--- src/rtl/jk_drive_seq.sv ---
// rtl/jk_drive_seq.sv - J/K excitation sequencer moving an external JK bank to a requested target.
// Optional build macro JK_DRIVE_TOGGLE_EN selects toggle (J=K=1) encoding for changing bits.
module jk_drive_seq #(
   parameter int WIDTH = 4
) (
   input  logic             clk,
   input  logic             reset,
   input  logic             req_valid,
   output logic             req_ready,
   input  logic [WIDTH-1:0] req_target,
   input  logic             req_mode,
   output logic             drive_en,
   output logic [WIDTH-1:0] j,
   output logic [WIDTH-1:0] k,
   output logic [WIDTH-1:0] shadow,
   output logic             busy,
   output logic             done
);

   typedef enum logic [1:0] {
      S_IDLE,
      S_STEP,
      S_DONE
   } state_t;

   state_t           state_q, state_d;
   logic [WIDTH-1:0] shadow_q, shadow_d;
   logic [WIDTH-1:0] target_q, target_d;
   logic             mode_q, mode_d;
   logic [WIDTH-1:0] nxt;

   // Count mode uses an unsigned compare, so it never wraps around.
   always_comb begin
      if (!mode_q)
         nxt = target_q;
      else if (target_q > shadow_q)
         nxt = shadow_q + WIDTH'(1);
      else
         nxt = shadow_q - WIDTH'(1);
   end

   always_ff @(posedge clk) begin
      if (reset) begin
         state_q  <= S_IDLE;
         shadow_q <= '0;
         target_q <= '0;
         mode_q   <= 1'b0;
      end else begin
         state_q  <= state_d;
         shadow_q <= shadow_d;
         target_q <= target_d;
         mode_q   <= mode_d;
      end
   end

   always_comb begin
      state_d  = state_q;
      shadow_d = shadow_q;
      target_d = target_q;
      mode_d   = mode_q;
      drive_en = 1'b0;
      done     = 1'b0;
      j        = '0;
      k        = '0;
      case (state_q)
         S_IDLE: begin
            if (req_valid) begin
               target_d = req_target;
               mode_d   = req_mode;
               state_d  = (req_target == shadow_q) ? S_DONE : S_STEP;
            end
         end
         S_STEP: begin
            drive_en = 1'b1;
`ifdef JK_DRIVE_TOGGLE_EN
            j = shadow_q ^ nxt;
            k = shadow_q ^ nxt;
`else
            j = ~shadow_q & nxt;
            k = shadow_q & ~nxt;
`endif
            shadow_d = nxt;
            if (nxt == target_q)
               state_d = S_DONE;
         end
         S_DONE: begin
            done    = 1'b1;
            state_d = S_IDLE;
         end
         default: state_d = S_IDLE;
      endcase
   end

   assign req_ready = (state_q == S_IDLE);
   assign busy      = (state_q != S_IDLE);
   assign shadow    = shadow_q;

endmodule

--- config.mk ---
export PLATFORM = sky130hd
export DESIGN_NAME = jk_drive_seq
export DESIGN_NICKNAME = d
export VERILOG_FILES = /design/src/rtl/jk_drive_seq.sv
export SDC_FILE = /design/constraint.sdc
export NUM_CORES = 1
export LEC_CHECK = 0
export BUFFER_PORTS_ARGS = -buffer_cell sky130_fd_sc_hd__buf_2
export CORE_UTILIZATION = 28
export CTS_CLUSTER_SIZE = 24
export DETAILED_ROUTE_END_ITERATION = 12
export GPL_ROUTABILITY_DRIVEN = 0
export SYNTH_ARGS = -nofsm -noshare
export SYNTH_HDL_FRONTEND = slang
export SYNTH_SLANG_ARGS = --single-unit
export TNS_END_PERCENT = 100
--- constraint.sdc ---
create_clock -name clk -period 3.7 [get_ports clk]
set_input_delay 0.37 -clock clk [delete_from_list [all_inputs] [get_ports clk]]
set_output_delay 0.37 -clock clk [all_outputs]
set_load 0.02 [all_outputs]
==> metrics.yaml, run 1 <==
outcome:
  outcome: "finished with violations"
  violations: "design-rule violations"
sta:
  fin_crit_sh: 0.924
  finalClockSkew_ns: 0.00151
  finalSetupViolCount: 0
  relSlewSlack: 0.743
  final.setup.tns_ns: 0
  fin_crit_ns: 3.42
  clock.fmax_ghz: 0.292
  worstMarginPinSlew_ns: 0.385
  grt_setup_unrepaired: "false"
  worst_slack_ns: 0.280
  whs_ns: 0.350
  hold_viol_final: 0
  maxSlewViolCount: 0
layout:
  n_fill_cell: 296
  area_growth_pct: 19.7
  final-seq-area_um2: 223
  multi_input_area_um2: 564
  antennaDiodeCount: 0
  drive_above_1_share: 0.331
  fin_nets: 137
worst_setup_path:
  critPathMaxStageDelay_ns: 0.39
  critical-path-top-delay-family: "adder cells"
  reg2reg_depth: 12
  cp_max_fo: 7
  cp-start-kind: "register"
  r2r_slack_ns: 1.00
  end_kind: "output pin"
  cp.arrival_ns: 3.05
  crit_type: "reg2out"
  critical_path.cell_chain: "inv_1 > ha_1 > and4_1 > a21oi_4 > inv_1 > ha_1 > a21o_1 > a21oi_2 > xnor2_1 > xnor2_1 > mux2i_2 > and3_2 > buf_2"
  r2r_end: "state_q[0]$_SDFFE_PP0P_"
  slowest_stage: "dfxtp_2"
  cp.required_ns: 3.33
  timing.critical_path.buf_inv: 3
  r2r_start: "shadow[2]$_SDFFE_PP0P_"
synthesis:
  synth_top_area_frac: 0.260
  synthesis.area_um2: 846
  synth_common_cells: "dfxtp_1, nor2_1, inv_1"
  synth_flop_cell: "dfxtp_1"
  async_flop_share: 0
  netlist_instances: 98
  synth.avg_cell_area_um2: 8.63
  synth_cell_types: 32
  synth-seq-cells: 11
  yosys_warnings: 0
  synth_area_leaders: "dfxtp_1, ha_1, mux2i_1, xor2_1, nor2_1"
  synth-seq-area-share: 0.260
  synth_top_area_cell: "dfxtp_1"
  synth_nets: 113
  synth_edf_count: 0
route:
  routed_wirelength_um: 1840
  routedWlPerCell_um: 12.1
  drcViolationCount: 2
  antenna_left: 0
  drtPass1Iterations: 8
  first_iter_violations: 9
  num_vias: 719
  vias_per_cell: 4.73
die:
  die_w_um: 57.0
  core_mm2: 0.00281
  die-area_mm2: 0.00324
  start_util: 0.302
  die_h_um: 57.0
  num_io_pins: 24
  num_rows: 19
place:
  dp_hpwl_um: 1450
  numPortBuffers: 23
  dp_worst_setup_slack_ns: 0.443
global_routing:
  grt_max_degree: 12
  grt_pass1_wl_um: 3170
  grt-ovfl-total: 0
  grt_pass1_vias: 679
  antenna_found_initial: 0
  grtUsageTotal: 0.124
power_and_ir_drop:
  switching_share: 0.370
  clkPwrFrac: 0.205
  ir_drop_uv: 233
  p_switching_mw: 0.145
  p_leak_nw: 0.497
  pwr-share-comb: 0.438
  power.internal_mw: 0.247
  p_seq_frac: 0.357
  p_per_area_mw_per_mm2: 388
clocking:
  cts-htree-levels: 1
  numCtsBuffers: 3
  cts_root_buffer: "clkbuf_4"
  clk_pin_slew_ns: 0.07
  clk_latency_ns: 0.26
  cts.sinks: 11
  cts_tree: "built"
  cts_buffer_depth: 2
run:
  drv_cap: 0
min_path:
  hold_path.class: "in2reg"
  worstHoldStart: "req_mode"
  whs_endpoint: "mode_q$_SDFFE_PP0P_"
  hold_depth: 3
-- power groups by stage --
stage | clock [mW] | sequential [mW] | combinational, mW
floorplan | 0 | 0.142 | 0.136
global route | 0.0887 | 0.142 | 0.190
detailed placement | 0 | 0.142 | 0.170
finish | 0.0805 | 0.140 | 0.172
global placement | 0 | 0.142 | 0.168
CTS | 0.0843 | 0.140 | 0.172
-- layer usage --
layer / track usage / wire, µm / up-vias
met5: 0 / 0 / -
met4: 0.0105 / 0 / 0
met3: 0.0340 / 92 / 0
met2: 0.215 / 903 / 18
met1: 0.160 / 848 / 326
li1: - / - / 375
-- cell usage in the layout, fill, tap and decap left out, drive strengths merged, types with 2 or more instances in the layout --
master,Yosys,layout
o211ai,2,2
nor2,11,11
and3,5,5
nor3,5,5
a211oi,2,2
dfxtp,11,11
ha,6,6
buf,3,25
inv,8,8
nor2b,2,2
and2,2,2
xor2,6,6
a21oi,9,9
nand2b,3,3
mux2i,6,6
clkbuf,3,4
xnor2,4,4
or2,2,2
-- sequential cells by signal, indices dropped and copies added, names as in the netlist --
| signal | count |
|---|---|
| shadow | 4 |
| mode_q | 1 |
| state_q | 2 |
| target_q | 4 |
-- worst max-delay path by stage --
stage	start	end	slack [ns]	cells after the start
after CTS	shadow[2]$_SDFFE_PP0P_	k[3]	0.12	13
after global placement	shadow[3]$_SDFFE_PP0P_	k[3]	0.52	13
final	shadow[2]$_SDFFE_PP0P_	k[3]	0.28	13
after detailed placement	shadow[2]$_SDFFE_PP0P_	k[3]	0.44	13
after floorplan	shadow[1]$_SDFFE_PP0P_	j[3]	0.44	13
after global routing	shadow[1]$_SDFFE_PP0P_	k[3]	0.06	14
-- stage by stage --
step	std cells	utilization	total power, mW	area, µm²
global placement	148	0.349	0.309	980
floorplan	98	-	0.278	846
global route	152	0.361	0.421	1010
CTS	152	0.359	0.396	1010
finish	152	0.361	0.392	1010
detailed placement	148	0.349	0.312	980
-- worst reg2reg max path: cells and delay by family (launching register included) --
kind	cells	cell delay, ns
adders and majority gates	2	0.59
and+or+nand+nor	1	0.24
xor gates and xnor gates	2	0.45
DFF	1	0.39
AOI/OAI and AO/OA	5	0.76
buffers and inverters	2	0.15
-- cell type report --
class,instances,share of cell area
multi-input cells,73,0.557
flip-flops and latches,11,0.220
repair buffers,25,0.129
well taps,31,0.0383
inverters,8,0.0297
clock buffers,4,0.0260
-- logic make-up after synthesis --
family | after synthesis | share of synthesized area
AND/OR/NAND/NOR | 34 | 0.216
XOR/XNOR | 11 | 0.130
flip-flops | 11 | 0.260
buffers and inverters | 14 | 0.0769
AO/OA/AOI/OAI | 15 | 0.133
multiplexers | 6 | 0.0710
adder cells (fa/ha/maj) | 7 | 0.112
-- what timing repair did --
action                                  CTS  global route
endpoints found under the setup margin    0             1
resized for setup                         0             3
hold buffers                              0             0
setup buffers                             0             0
No activity file was read; power rests on OpenSTA's default activity.
==> run 2: changes to the inputs <==
==> constraint.sdc (replaced) <==
create_clock -name clk -period 3.7 [get_ports clk]
set_input_delay 0.185 -clock clk [delete_from_list [all_inputs] [get_ports clk]]
set_output_delay 0.185 -clock clk [all_outputs]
set_load 0.02 [all_outputs]
==> metrics.yaml, run 2 (synthesis gave the netlist of run 1 again) <==
worst_setup_path:
  critical_path.cell_chain: "inv_1 > ha_1 > and4_1 > a21oi_4 > inv_1 > ha_1 > a21o_1 > a21oi_2 > xnor2_1 > xnor2_1 > mux2i_1 > and3_2 > buf_2"
  cp.arrival_ns: 3.18
  cp.required_ns: 3.51
  reg2reg_depth: 12
  crit_type: "reg2out"
  critPathMaxStageDelay_ns: 0.46
  cp-start-kind: "register"
  r2r_end: "shadow[3]$_SDFFE_PP0P_"
  cp_max_fo: 7
  slowest_stage: "dfxtp_1"
  r2r_slack_ns: 0.92
  r2r_start: "shadow[2]$_SDFFE_PP0P_"
  end_kind: "output pin"
route:
  drtPass1Iterations: 7
  antenna_left: 0
  routedWlPerCell_um: 12.3
  num_vias: 715
  first_iter_violations: 9
  drcViolationCount: 2
  vias_per_cell: 4.74
  routed_wirelength_um: 1850
layout:
  n_fill_cell: 307
  area_growth_pct: 18.0
  drive_above_1_share: 0.300
  layout_common_cells: "buf_2, nor2_1, dfxtp_1, inv_1, a21oi_1"
  antennaDiodeCount: 0
  fin_nets: 136
  layout.cells.most_common: "buf_2"
die:
  num_io_pins: 24
  die-area_mm2: 0.00324
  die_h_um: 57.0
  num_rows: 19
  die_w_um: 57.0
  start_util: 0.302
  core_mm2: 0.00281
clocking:
  cts_root_buffer: "clkbuf_4"
  clk_latency_ns: 0.27
  hold_buffers: 0
  cts_resized: 0
  cts_buffer_depth: 2
  cts_tree: "built"
  clk_pin_slew_ns: 0.07
  cts-htree-levels: 1
  cts.sinks: 11
  cts_setup_buffers: 0
  numCtsBuffers: 3
power_and_ir_drop:
  clkPwrFrac: 0.211
  power_mw: 0.390
  pwr-share-comb: 0.428
  p_switching_mw: 0.145
  switching_share: 0.371
  power.internal_mw: 0.245
  p_per_area_mw_per_mm2: 390
  p_leak_nw: 0.490
  p_seq_frac: 0.361
  ir_drop_uv: 207
min_path:
  worstHoldStart: "req_mode"
  hold_path.class: "in2reg"
  whs_endpoint: "mode_q$_SDFFE_PP0P_"
  hold_depth: 3
global_routing:
  globalRoute.busiestLayer: "met2"
  grt-ovfl-total: 0
  antenna_found_initial: 0
  grtUsageTotal: 0.124
  grt_pass1_vias: 665
  use_met3: 0.0431
  grt_pass1_wl_um: 3080
  grtUsageMet2: 0.217
  grt_max_degree: 12
  grt_use_met1: 0.153
outcome:
  outcome: "finished with violations"
  violations: "design-rule violations"
sta:
  fin_crit_sh: 0.908
  grt_setup_unrepaired: "false"
  relSlewSlack: 0.760
  clock.fmax_ghz: 0.298
  finalSetupViolCount: 0
  finalClockSkew_ns: 0.000947
  worstMarginPinSlew_ns: 0.357
  final.setup.tns_ns: 0
  whs_ns: 0.152
  maxSlewViolCount: 0
  worst_slack_ns: 0.340
  hold_viol_final: 0
  fin_crit_ns: 3.36
place:
  numPortBuffers: 23
  dp_hpwl_um: 1480
  dp_worst_setup_slack_ns: 0.597
run:
  drv_cap: 0
-- run 2: worst max-delay path by stage --
stage                                       from  slack (ns)  endpoint
after floorplan           shadow[1]$_SDFFE_PP0P_        0.63      j[3]
after global placement    shadow[3]$_SDFFE_PP0P_        0.70      k[3]
after detailed placement  shadow[2]$_SDFFE_PP0P_        0.60      k[3]
after CTS                 shadow[2]$_SDFFE_PP0P_        0.29      k[3]
after global routing      shadow[3]$_SDFFE_PP0P_        0.11      k[3]
final                     shadow[2]$_SDFFE_PP0P_        0.34      k[3]
-- run 2: power groups by stage --
| stage | Combinational (mW) | Clock [mW] | Sequential, mW |
|---|---|---|---|
| 2_1_floorplan | 0.136 | 0 | 0.142 |
| 3_3_place_gp | 0.165 | 0 | 0.143 |
| 3_5_place_dp | 0.168 | 0 | 0.143 |
| 4_1_cts | 0.169 | 0.0854 | 0.141 |
| 5_1_grt | 0.185 | 0.0897 | 0.143 |
| 6_report | 0.167 | 0.0822 | 0.141 |
-- run 2: stage by stage --
step / cells / instance area, µm² / utilization
2_1_floorplan: 98 / 846 / -
3_3_place_gp: 147 / 972 / 0.347
3_5_place_dp: 147 / 972 / 0.347
4_1_cts: 151 / 998 / 0.356
5_1_grt: 151 / 998 / 0.356
6_report: 151 / 998 / 0.356
-- run 2: critical path, delay by kind of cell (launching register included) --
family / cells / cell delay [ns]
AND/OR/NAND/NOR: 2 / 0.45
buffers and inverters: 3 / 0.32
XOR/XNOR: 2 / 0.28
AO/OA/AOI/OAI: 3 / 0.52
adder cells (fa/ha/maj): 2 / 0.59
multiplexers: 1 / 0.28
flip-flops: 1 / 0.46
-- run 2: layer usage --
metal	routed length, µm	vias up
met5	0	-
met2	901	18
met1	857	323
li1	-	374
met4	0	0
met3	93	0
-- run 2: area by class of cell --
| type | instances | area (µm²) | share of cell area |
|---|---|---|---|
| clock buffer | 4 | 26.3 | 0.0263 |
| multi-input combinational | 73 | 561 | 0.561 |
| timing repair buffer | 24 | 123 | 0.123 |
| inverter | 8 | 30.0 | 0.0301 |
| sequential | 11 | 220 | 0.221 |
| tap | 31 | 38.8 | 0.0388 |
==> run 3: changes to the inputs <==
- CORE_ASPECT_RATIO: not set -> 1.5
==> metrics.yaml, run 3 (synthesis gave the netlist of run 1 again) <==
sta:
  fin_crit_sh: 0.880
  maxSlewViolCount: 0
  hold_viol_final: 0
  worstMarginPinSlew_ns: 0.352
  final.setup.tns_ns: 0
  whs_ns: 0.182
  clock.fmax_ghz: 0.307
  finalSetupViolCount: 0
  finalClockSkew_ns: 0.00280
  grt_setup_unrepaired: "false"
  relSlewSlack: 0.763
  fin_crit_ns: 3.26
clocking:
  clk_pin_slew_ns: 0.05
  numCtsBuffers: 3
  cts-htree-levels: 1
  cts_root_buffer: "clkbuf_8"
  hold_buffers: 0
  cts.sinks: 11
  cts_setup_buffers: 0
  cts_tree: "built"
  cts_buffer_depth: 2
  cts_resized: 0
  clk_latency_ns: 0.24
worst_setup_path:
  crit_type: "reg2out"
  end_kind: "output pin"
  reg2reg_depth: 12
  r2r_slack_ns: 0.89
  cp-start-kind: "register"
  cp.arrival_ns: 3.07
  r2r_end: "state_q[1]$_SDFFE_PP0P_"
  cp_max_fo: 7
  cp.required_ns: 3.51
  r2r_start: "shadow[2]$_SDFFE_PP0P_"
route:
  routedWlPerCell_um: 11.5
  first_iter_violations: 2
  routed_wirelength_um: 1830
  drtPass1Iterations: 2
  vias_per_cell: 4.65
  drcViolationCount: 0
  num_vias: 739
  antenna_left: 0
min_path:
  worstHoldStart: "req_mode"
  whs_endpoint: "mode_q$_SDFFE_PP0P_"
  hold_depth: 3
  hold_path.class: "in2reg"
power_and_ir_drop:
  pwr-share-comb: 0.390
  switching_share: 0.347
  p_seq_frac: 0.330
  ir_drop_uv: 189
  power.internal_mw: 0.280
  p_per_area_mw_per_mm2: 417
  p_leak_nw: 0.498
  clkPwrFrac: 0.280
  p_switching_mw: 0.148
global_routing:
  grt-ovfl-total: 0
  grt_pass1_vias: 655
  grtUsageTotal: 0.122
  grt_pass1_wl_um: 2880
  antenna_found_initial: 0
  grt_max_degree: 12
die:
  core_mm2: 0.00288
  num_rows: 24
  num_io_pins: 24
  die-area_mm2: 0.00325
  die_w_um: 46.9
  die_h_um: 69.3
  start_util: 0.293
run:
  drv_cap: 0
place:
  place_area_um2: 982
  dp_hpwl_um: 1490
  numPortBuffers: 23
outcome:
  outcome: "completed"
layout:
  drive_above_1_share: 0.300
  layout_common_cells: "buf_2, nor2_1, dfxtp_1, inv_1, a21oi_1"
  fin_nets: 136
  final_util: 0.356
  layout.cells.most_common: "buf_2"
  antennaDiodeCount: 0
  area_growth_pct: 21.5
  stdcell_area_mm2: 0.00103
[run 3: power groups by stage]
stage	combinational [mW]	clock (mW)	sequential (mW)
after floorplan	0.136	0	0.142
after global placement	0.164	0	0.144
after detailed placement	0.167	0	0.144
after CTS	0.169	0.123	0.141
after global routing	0.186	0.130	0.143
final	0.167	0.120	0.141
[run 3: through the flow]
stage	cells	power (mW)	worst slack, ns
after floorplan	98	0.278	0.630
after CTS	159	0.433	0.421
final	159	0.428	0.443
after global routing	159	0.458	0.185
after global placement	155	0.307	0.769
after detailed placement	155	0.311	0.691
[run 3: worst max path at each step]
stage                            from  endpoint  slack [ns]  cells past startpoint
4_1_cts        shadow[2]$_SDFFE_PP0P_      k[3]        0.42                     13
6_report       shadow[2]$_SDFFE_PP0P_      k[3]        0.44                     13
3_3_place_gp   shadow[3]$_SDFFE_PP0P_      k[3]        0.77                     13
5_1_grt        shadow[2]$_SDFFE_PP0P_      k[3]        0.18                     13
2_1_floorplan  shadow[1]$_SDFFE_PP0P_      j[3]        0.63                     13
3_5_place_dp   shadow[2]$_SDFFE_PP0P_      k[3]        0.69                     13
[run 3: worst max-delay path, cell delays in order (launching register included)]
cell and delay [ns]:
dfxtp_1 0.45, inv_1 0.08, ha_1 0.32, and4_1 0.23
a21oi_4 0.19, inv_1 0.10, ha_1 0.28, a21o_1 0.19
a21oi_2 0.14, xnor2_1 0.17, xnor2_1 0.10, mux2i_1 0.22
and3_2 0.21, buf_2 0.15
[run 3: metal layers]
metal / vias up / GRT usage / wire length (µm)
li1: 372 / - / -
met5: - / 0 / 0
met4: 0 / 0.0635 / 39
met2: 16 / 0.196 / 950
met1: 346 / 0.148 / 776
met3: 5 / 0.0208 / 68
[run 3: area by class of cell]
type	instances	area, µm²
inverters	8	30.0
fillers	302	1860
clock buffers	4	45.0
flip-flops and latches	11	220
multi-input cells	73	561
repair buffers	24	123
well taps	39	48.8
